[src/rtl/sequenciador_instrucoes_pkg.sv]
// rtl/sequenciador_instrucoes_pkg.sv - shared types and constants for the instruction sequencer
package sequenciador_instrucoes_pkg;

    localparam int LARGURA_INSTRUCAO = 18;

    localparam logic [1:0] EST_OCIOSO    = 2'd0;
    localparam logic [1:0] EST_PREPARA   = 2'd1;
    localparam logic [1:0] EST_ENVIA     = 2'd2;
    localparam logic [1:0] EST_INTERVALO = 2'd3;

    typedef enum logic [1:0] {
        S_OCIOSO    = EST_OCIOSO,
        S_PREPARA   = EST_PREPARA,
        S_ENVIA     = EST_ENVIA,
        S_INTERVALO = EST_INTERVALO
    } estado_t;

    // Opcode field [17:15], identical to the CPU decoder
    localparam logic [2:0] OP_LOAD    = 3'b000;
    localparam logic [2:0] OP_STORE   = 3'b001;
    localparam logic [2:0] OP_ADD     = 3'b010;
    localparam logic [2:0] OP_SUB     = 3'b011;
    localparam logic [2:0] OP_AND     = 3'b100;
    localparam logic [2:0] OP_OR      = 3'b101;
    localparam logic [2:0] OP_JUMP    = 3'b110;
    localparam logic [2:0] OP_DISPLAY = 3'b111;

    typedef logic [LARGURA_INSTRUCAO-1:0] instrucao_t;

    function automatic int maximo(input int a, input int b);
        return (a > b) ? a : b;
    endfunction

endpackage

[src/rtl/sequenciador_instrucoes_buffer_programa.sv]
// rtl/sequenciador_instrucoes_buffer_programa.sv - program store, sync write / async read
module buffer_programa
    import sequenciador_instrucoes_pkg::*;
#(
    parameter int PROFUNDIDADE = 16,
    parameter int LARGURA_END  = $clog2(PROFUNDIDADE)
) (
    input  logic                   clk,
    input  logic                   escrever,
    input  logic [LARGURA_END-1:0] endereco_escrita,
    input  instrucao_t             dado_escrita,
    input  logic [LARGURA_END-1:0] endereco_leitura,
    output instrucao_t             dado_leitura
);

    instrucao_t memoria [PROFUNDIDADE];

    always_ff @(posedge clk) begin
        if (escrever) begin
            memoria[endereco_escrita] <= dado_escrita;
        end
    end

    assign dado_leitura = memoria[endereco_leitura];

endmodule

[src/rtl/sequenciador_instrucoes.sv]
// rtl/sequenciador_instrucoes.sv - records instruction words and replays them to the CPU with setup/interval timing
module sequenciador_instrucoes
    import sequenciador_instrucoes_pkg::*;
#(
    parameter int PROFUNDIDADE     = 16,
    parameter int SETUP_CICLOS     = 4,
    parameter int INTERVALO_CICLOS = 1000
) (
    input  logic                              clk,
    input  logic                              rst,
    input  logic [LARGURA_INSTRUCAO-1:0]      instrucao_entrada,
    input  logic                              pulso_gravar,
    input  logic                              pulso_executar,
    input  logic                              pulso_limpar,
    output logic [LARGURA_INSTRUCAO-1:0]      instrucao_completa,
    output logic                              pulso_enviar,
    output logic                              ocupado,
    output logic [$clog2(PROFUNDIDADE):0]     contagem,
    output logic [$clog2(PROFUNDIDADE)-1:0]   indice_atual,
    output logic                              cheio,
    output logic                              vazio
);

    localparam int IW   = $clog2(PROFUNDIDADE);
    localparam int CNTW = IW + 1;
    localparam int CW   = $clog2(maximo(SETUP_CICLOS, INTERVALO_CICLOS)) + 1;

    localparam logic [CW-1:0]   CARGA_PREPARA   = CW'(SETUP_CICLOS - 1);
    localparam logic [CW-1:0]   CARGA_INTERVALO = CW'(INTERVALO_CICLOS - 1);
    localparam logic [CW-1:0]   UM_CONT         = CW'(1);
    localparam logic [CNTW-1:0] UM_CNT          = CNTW'(1);
    localparam logic [IW-1:0]   UM_IDX          = IW'(1);
    localparam logic [CNTW-1:0] CAPACIDADE      = CNTW'(PROFUNDIDADE);

    estado_t          estado, estado_prox;
    logic [CNTW-1:0]  contagem_prox;
    logic [IW-1:0]    indice_prox;
    logic [CW-1:0]    contador, contador_prox;
    instrucao_t       ultima_palavra;
    instrucao_t       dado_lido;
    logic             escrever;
    logic             ultimo_indice;

    buffer_programa #(
        .PROFUNDIDADE (PROFUNDIDADE)
    ) u_buffer (
        .clk              (clk),
        .escrever         (escrever),
        .endereco_escrita (contagem[IW-1:0]),
        .dado_escrita     (instrucao_entrada),
        .endereco_leitura (indice_atual),
        .dado_leitura     (dado_lido)
    );

    assign cheio         = (contagem == CAPACIDADE);
    assign vazio         = (contagem == '0);
    assign ultimo_indice = ((CNTW'(indice_atual) + UM_CNT) == contagem);

    always_ff @(posedge clk) begin
        if (rst) begin
            estado <= S_OCIOSO;
        end else begin
            estado <= estado_prox;
        end
    end

    // Buffer is frozen while busy, so the read port keeps the presented word stable
    always_ff @(posedge clk) begin
        if (rst) begin
            contagem       <= '0;
            indice_atual   <= '0;
            contador       <= '0;
            ultima_palavra <= '0;
        end else begin
            contagem     <= contagem_prox;
            indice_atual <= indice_prox;
            contador     <= contador_prox;
            if (estado != S_OCIOSO) begin
                ultima_palavra <= dado_lido;
            end
        end
    end

    always_comb begin
        estado_prox        = estado;
        contagem_prox      = contagem;
        indice_prox        = indice_atual;
        contador_prox      = contador;
        escrever           = 1'b0;
        pulso_enviar       = 1'b0;
        ocupado            = 1'b1;
        instrucao_completa = dado_lido;

        case (estado)
            S_OCIOSO: begin
                ocupado            = 1'b0;
                instrucao_completa = ultima_palavra;
                contador_prox      = '0;
                if (pulso_limpar) begin
                    contagem_prox = '0;
                end else if (pulso_executar) begin
                    if (!vazio) begin
                        indice_prox   = '0;
                        contador_prox = CARGA_PREPARA;
                        estado_prox   = S_PREPARA;
                    end
                end else if (pulso_gravar && !cheio) begin
                    escrever      = 1'b1;
                    contagem_prox = contagem + UM_CNT;
                end
            end
            S_PREPARA: begin
                if (contador == '0) begin
                    estado_prox   = S_ENVIA;
                    contador_prox = '0;
                end else begin
                    contador_prox = contador - UM_CONT;
                end
            end
            S_ENVIA: begin
                pulso_enviar  = 1'b1;
                estado_prox   = S_INTERVALO;
                contador_prox = CARGA_INTERVALO;
            end
            S_INTERVALO: begin
                if (contador == '0) begin
                    if (ultimo_indice) begin
                        estado_prox   = S_OCIOSO;
                        contador_prox = '0;
                    end else begin
                        indice_prox   = indice_atual + UM_IDX;
                        estado_prox   = S_PREPARA;
                        contador_prox = CARGA_PREPARA;
                    end
                end else begin
                    contador_prox = contador - UM_CONT;
                end
            end
            default: begin
                estado_prox = S_OCIOSO;
            end
        endcase
    end

endmodule

[config.mk]
export PLATFORM = sky130hd
export DESIGN_NAME = sequenciador_instrucoes
export DESIGN_NICKNAME = d
export VERILOG_FILES = /design/src/rtl/sequenciador_instrucoes_pkg.sv /design/src/rtl/sequenciador_instrucoes_buffer_programa.sv /design/src/rtl/sequenciador_instrucoes.sv
export SDC_FILE = /design/constraint.sdc
export NUM_CORES = 1
export LEC_CHECK = 0
export CORE_MARGIN = 4
export CORE_UTILIZATION = 50
export CTS_CLUSTER_SIZE = 12
export DETAILED_ROUTE_END_ITERATION = 12
export PLACE_DENSITY = 0.82
export RECOVER_POWER = 50
export SYNTH_ARGS = -nofsm -noshare
export SYNTH_HDL_FRONTEND = slang
export SYNTH_SLANG_ARGS = --single-unit
[constraint.sdc]
create_clock -name clk -period 3.05 [get_ports clk]
set_input_delay 0.61 -clock clk [delete_from_list [all_inputs] [get_ports clk]]
set_output_delay 0.61 -clock clk [all_outputs]
set_load 0.01 [all_outputs]
==> results of run 1 <==
[what timing repair did]
action / 4_1_cts / 5_1_grt
endpoints found under the setup margin: 19 / 108
gates resized for setup: 101 / 29
setup buffers: 17 / 8
endpoints found under the hold margin: 0 / 0
cloned: 8 / 0
pin swaps: 14 / 10
[area by class of cell]
class                   count  area share [%]
repair buffers            140            9.36
flip-flops and latches    332            58.7
well taps                 335            2.58
diodes                      2          0.0308
clock inverters             5           0.416
multi-input cells         320            22.4
clock buffers              59            6.26
inverters                   9           0.231
[per-stage QoR]
stage	total power [mW]	setup slack, ps	util, %
global placement	5.23	112	55.9
floorplan	5.11	-338	-
finish	9.14	-33.8	62.2
detailed placement	5.24	57.8	55.9
global route	9.41	-125	62.2
CTS	9.19	-21.2	61.8
[state kept, by name, indices dropped and copies added, names as in the netlist, named ones only]
| signal | flops |
|---|---|
| contagem | 5 |
| contador | 11 |
| estado | 2 |
| indice_atual | 4 |
| u_buffer.memoria | 288 |
| ultima_palavra | 18 |
[cells in the final DEF, fill, tap and decap left out, types with 4 or more instances in the layout]
master and count:
nand2_1 16, buf_16 8, xnor2_1 6, dfxtp_1 41
clkbuf_1 19, xor2_1 8, edfxtp_1 288, o21a_1 18
nand2_2 4, mux4_1 7, nand3_1 7, buf_6 9
mux2i_1 25, nor3b_1 4, inv_1 8, nor2_1 12
clkdlybuf4s50_1 17, a22oi_2 8, ha_1 10, a21oi_1 14
and2_1 18, mux4_2 65, buf_2 17, a22oi_1 11
dlygate4sd3_1 18, buf_12 15, buf_4 52, nor2_2 12
o21ai_0 6, nor4_1 4, mux2i_2 12, clkbuf_16 35
clkbuf_8 5
[worst max-delay path: stages, from the launching register on]
cell     delay [ps]
dfxtp_4         370
buf_12          140
buf_12          130
buf_8           110
mux4_2          540
mux2i_2         230
a22oi_2         140
o21a_1          160
buf_2           130
[layer usage]
metal	wire [um]	GRT usage, %
met1	12000	28.7
met2	16100	37.1
met3	2630	4.51
met4	1170	8.10
met5	27	0
[path summary, 6_finish.rpt]
path	startpoint	endpoint	slack [ps]	cells past startpoint
min	ultima_palavra[0]	ultima_palavra[0]	550	2
min reg2reg	ultima_palavra[0]	ultima_palavra[0]	550	2
max reg2reg	contagem[1]	u_buffer.memoria[9][0]	210	9
max	flop	instrucao_completa[17]	-30	8
[cells by family after synthesis]
logic type	synth area share (%)
DFF	71.7
muxes	15.4
and+or+nand+nor	4.56
AOI/OAI and AO/OA	4.33
buffers and inverters	2.02
xor gates and xnor gates	0.923
adders and majority gates	1.04
[power by group]
| group | total (mW) | internal [mW] | leakage (nW) | switching [mW] |
|---|---|---|---|---|
| clock | 3.99 | 2.29 | 0.517 | 1.70 |
| combinational | 0.194 | 0.0723 | 1.78 | 0.122 |
| sequential | 4.95 | 4.94 | 2.95 | 0.00487 |
==> flow_metrics.tcl, run 1 <==
set metrics [dict create \
    run_status "complete, but fails checks" \
    violations "setup timing" \
    ys_ff_latch 332 \
    hpwl_um 17100 \
    slew_violations 0 \
    root_buffer "clkbuf_16" \
    stdcell_area_um2 16200 \
    cts_buffer_depth 3 \
    ys_top_cells_by_area "edfxtp_1 (65%), mux4_2 (9.7%), dfxtp_1 (6.6%), mux4_1 (3.0%), mux2i_1 (2.8%)" \
    place_inst 1103 \
    drive_gt1_share_pct 31.2 \
    finalCriticalPeriod_ps 3080 \
    max_freq_mhz 324 \
    nNetsFinal 872 \
    fp.dieH_um 171 \
    core_um2 26100 \
    antenna_found_initial 5 \
    tightestPinTransition_ps 792 \
    crit_required_ps 2440 \
    cts_buffers 35 \
    crit_arrival_ps 2470 \
    hold_viol 0 \
    synthArstFlopShare_pct 0 \
    synth_fp_nets 729 \
    fp.dieW_um 171 \
    place_congestion 0.799 \
    placed_cell_area_um2 14600 \
    num_io_pins 54 \
    start_kind "flop" \
    syn_to_final_growth_pct 22.2 \
    grt_pass1_wl_um 47300 \
    syn-cell-area_um2 13300 \
    track_usage_pct 22.0 \
    avgSynthCellArea_um2 19.1 \
    synth_warnings 0 \
    vias 7401 \
    yosysSeqAreaShare_pct 71.7 \
    synth_edf_count 288 \
    grt_pass1_vias 7474 \
    fill_cells 1781 \
    clk_pin_slew_ps 60 \
    start_util_pct 50.8 \
    dr.first_iter.drc_count 776 \
    htree_levels 2 \
    multi_input_area_um2 3640 \
    port_buffers 53 \
    grt_setup_unrepaired "yes" \
    num_rows 59 \
    synthMostInstantiatedCell "edfxtp_1" \
    cts.sinks 332 \
    fin_tns_setup_ps -66.4 \
    grt_overflow 0 \
    finalCritPeriodShare_pct 101 \
    yosys-top-cells-count "edfxtp_1 (288), mux4_2 (57), dfxtp_1 (44)" \
    insertion_delay_ps 520 \
    fin_skew_ps 12.9 \
    hp-class "reg -> reg" \
    path_class "reg -> out" \
    synth_cells 695 \
    synth.largest_area_cell "edfxtp_1" \
    postRouteWirelength_um 32000 \
    synth.top_cell.area_share_pct 65.1 \
    via_per_inst 6.16 \
    endpoint_kind "primary output" \
    die_area_um2 29200 \
    hold_buffers 0 \
    ys.flop_type "edfxtp_1" \
    first_pass_iters 6 \
    wl_per_cell_um 26.6 \
    synth_cell_types 58 \
    ir_drop_v 0.000491 \
    fin_hold_ws_ps 555 \
    ant_nets 0 \
    grt_max_degree 27 \
    slew_headroom_pct 46.7 \
    drcViolationCount 0 \
    setup_violations 3 \
    p_leak_nw 5.25 \
    p_per_area_nw_per_um2 563 \
    cap_violations 0 \
    cts_tree "built" \
    final_cells 1202 \
    regArea_um2 9540 \
    crit_path_max_fanout 7 \
    timing.final.ws_setup_ps -33.8 \
]
No activity file was read; power rests on OpenSTA's default activity.
==> inputs of run 2 (changes only) <==
--- a/config.mk
+++ b/config.mk
@@ -9,7 +9,7 @@
 export CORE_UTILIZATION = 50
 export CTS_CLUSTER_SIZE = 12
 export DETAILED_ROUTE_END_ITERATION = 12
-export PLACE_DENSITY = 0.82
+export PLACE_DENSITY = 0.8
 export RECOVER_POWER = 50
 export SYNTH_ARGS = -nofsm -noshare
 export SYNTH_HDL_FRONTEND = slang
==> constraint.sdc (replaced) <==
create_clock -name clk -period 3.44 [get_ports clk]
set_input_delay 0.688 -clock clk [delete_from_list [all_inputs] [get_ports clk]]
set_output_delay 0.688 -clock clk [all_outputs]
set_load 0.01 [all_outputs]
==> run 2 against run 1 <==
The run now ends clean; largest cell class unchanged; routed wire length is 11% lower; non-clock buffer count is 32 lower; core utilization is 2.0 points lower; total power is 12% lower; setup slack better by 110 ps; combinational power is 14% lower; final area is 3.3% lower.
==> flow_metrics.tcl, run 2 (synthesis results as in run 1) <==
set metrics [dict create \
    wl_per_cell_um 24.3 \
    mostFrequentLayoutCells "edfxtp_1 (288), mux4_2 (58), buf_4 (46)" \
    reg_top3 "u_buffer.memoria (288), ultima_palavra (18), contador (11)" \
    cpPeakStageDelay_ps 540 \
    die_area_um2 29200 \
    core_um2 26100 \
    crit_path_max_fanout 13 \
    cp_slowest_cell "mux4_2" \
    fill_cells 1831 \
    drcViolationCount 0 \
    port_buffers 53 \
    cap_violations 0 \
    clk_pin_slew_ps 60 \
    ir_drop_v 0.000287 \
    finish.utilization_pct 60.1 \
    worstPathCellList "buf_12, buf_12, mux4_2, mux2i_1, a22oi_1, o21a_1, clkdlybuf4s50_1" \
    grt_overflow 0 \
    largest_reg_flops 288 \
    via_per_inst 5.89 \
    nNetsFinal 840 \
    final_common_cell "edfxtp_1" \
    clkPwrFrac_pct 43.6 \
    slew_headroom_pct 55.7 \
    num_rows 59 \
    seqPwrFrac_pct 54.3 \
    cts_buffers 35 \
    place_congestion 0.784 \
    finalCritPeriodShare_pct 97.8 \
    insertion_delay_ps 510 \
    stdcell_area_um2 15700 \
    hp-class "reg -> reg" \
    postRouteWirelength_um 28400 \
    syn_to_final_growth_pct 18.2 \
    cts.sinks 332 \
    cp_top_family "buffers and inverters" \
    final_cells 1168 \
    placed_cell_area_um2 14500 \
    dr.first_iter.drc_count 768 \
    fin_skew_ps 14.3 \
    fp.dieH_um 171 \
    power.internal_mw 6.57 \
    top_register "u_buffer.memoria" \
    cts_tree "built" \
    finalCriticalPeriod_ps 3360 \
    cp_common_cell "buf_12" \
    track_usage_pct 19.8 \
    p_comb_share_pct 2.1 \
    path_class "reg -> out" \
    p_sw_share_pct 18.7 \
    tightestPinTransition_ps 664 \
    cts_buffer_depth 3 \
    hold_start "estado[1]" \
    fp.dieW_um 171 \
    max_freq_mhz 297 \
    endpoint_kind "primary output" \
    crit_required_ps 2750 \
    first_pass_iters 6 \
    p_switching_mw 1.52 \
    hold_buffers 0 \
    crit_arrival_ps 2680 \
    drive_gt1_share_pct 22.8 \
    regArea_um2 9540 \
    grt_pass1_vias 7063 \
    grt_pass1_wl_um 43200 \
    hpwl_um 17100 \
    p_leak_nw 5.08 \
    slew_violations 0 \
    worst-path-buf-inv 3 \
    multi_input_area_um2 3560 \
    num_io_pins 54 \
    root_buffer "clkbuf_16" \
    setup_violations 0 \
    hold_viol 0 \
    antenna_found_initial 0 \
    run_status "finished clean" \
    start_util_pct 50.8 \
    grt_max_degree 73 \
    ant_nets 0 \
    start_kind "flop" \
    p_per_area_nw_per_um2 515 \
    vias 6875 \
    r2r-start "contagem[0]" \
    place_inst 1099 \
    htree_levels 2 \
    grt_setup_unrepaired "yes" \
]
run 2: area by class of cell:
type,count,area share [%]
Antenna cell,1,0.0159
Clock buffer,58,6.59
Clock inverter,5,0.295
Inverter,9,0.239
Multi-Input combinational cell,320,22.7
Sequential cell,332,60.7
Tap cell,335,2.67
Timing Repair Buffer,108,6.83
run 2: path summary, 6_finish.rpt:
| check | end | slack, ps | depth (start not counted) |
|---|---|---|---|
| worst min-delay path | estado[1] | 540 | 2 |
| worst min register to register | estado[1] | 540 | 2 |
| worst max-delay path | instrucao_completa[1] | 80 | 7 |
| worst max register to register | u_buffer.memoria[2][9] | 470 | 8 |
run 2: timing repair:
| item | CTS | global route |
|---|---|---|
| gates resized for setup | 2 | 12 |
| buffers inserted | 4 | 1 |
| pin swaps | 0 | 0 |
| setup endpoints to repair | 18 | 18 |
run 2: metal layers:
layer	up-vias	wire, um	global-route usage, %	part of all wire (%)
li1	3057	-	-	-
met1	3490	11700	28.2	41
met2	287	14000	32.5	49
met3	41	2160	3.65	7.6
met4	0	491	4.31	1.7
met5	-	0	0	0
run 2: worst reg2reg max path, stage by stage, from the launching register on:
cell	delay [ps]
dfxtp_1	520
inv_1	110
ha_1	270
and4bb_1	240
nor3b_2	280
nor3b_2	410
nand2_1	260
nor3_2	200
buf_4	340
run 2: metrics by stage:
stage	setup TNS, ps	hold slack (ps)	worst slack, ps	total power [mW]
after floorplan	0	493	50.2	4.53
after CTS	0	532	17.0	8.14
after global placement	0	523	459	4.64
after global routing	-79.9	584	-51.7	8.35
after detailed placement	0	528	410	4.64
final	0	535	76.5	8.08
run 2: power by group through the flow:
stage | clock, mW | sequential, mW | combinational (mW)
after floorplan | 0 | 4.47 | 0.0592
after global placement | 0 | 4.47 | 0.164
after detailed placement | 0 | 4.47 | 0.170
after CTS | 3.58 | 4.39 | 0.171
after global routing | 3.78 | 4.39 | 0.183
final | 3.53 | 4.39 | 0.167
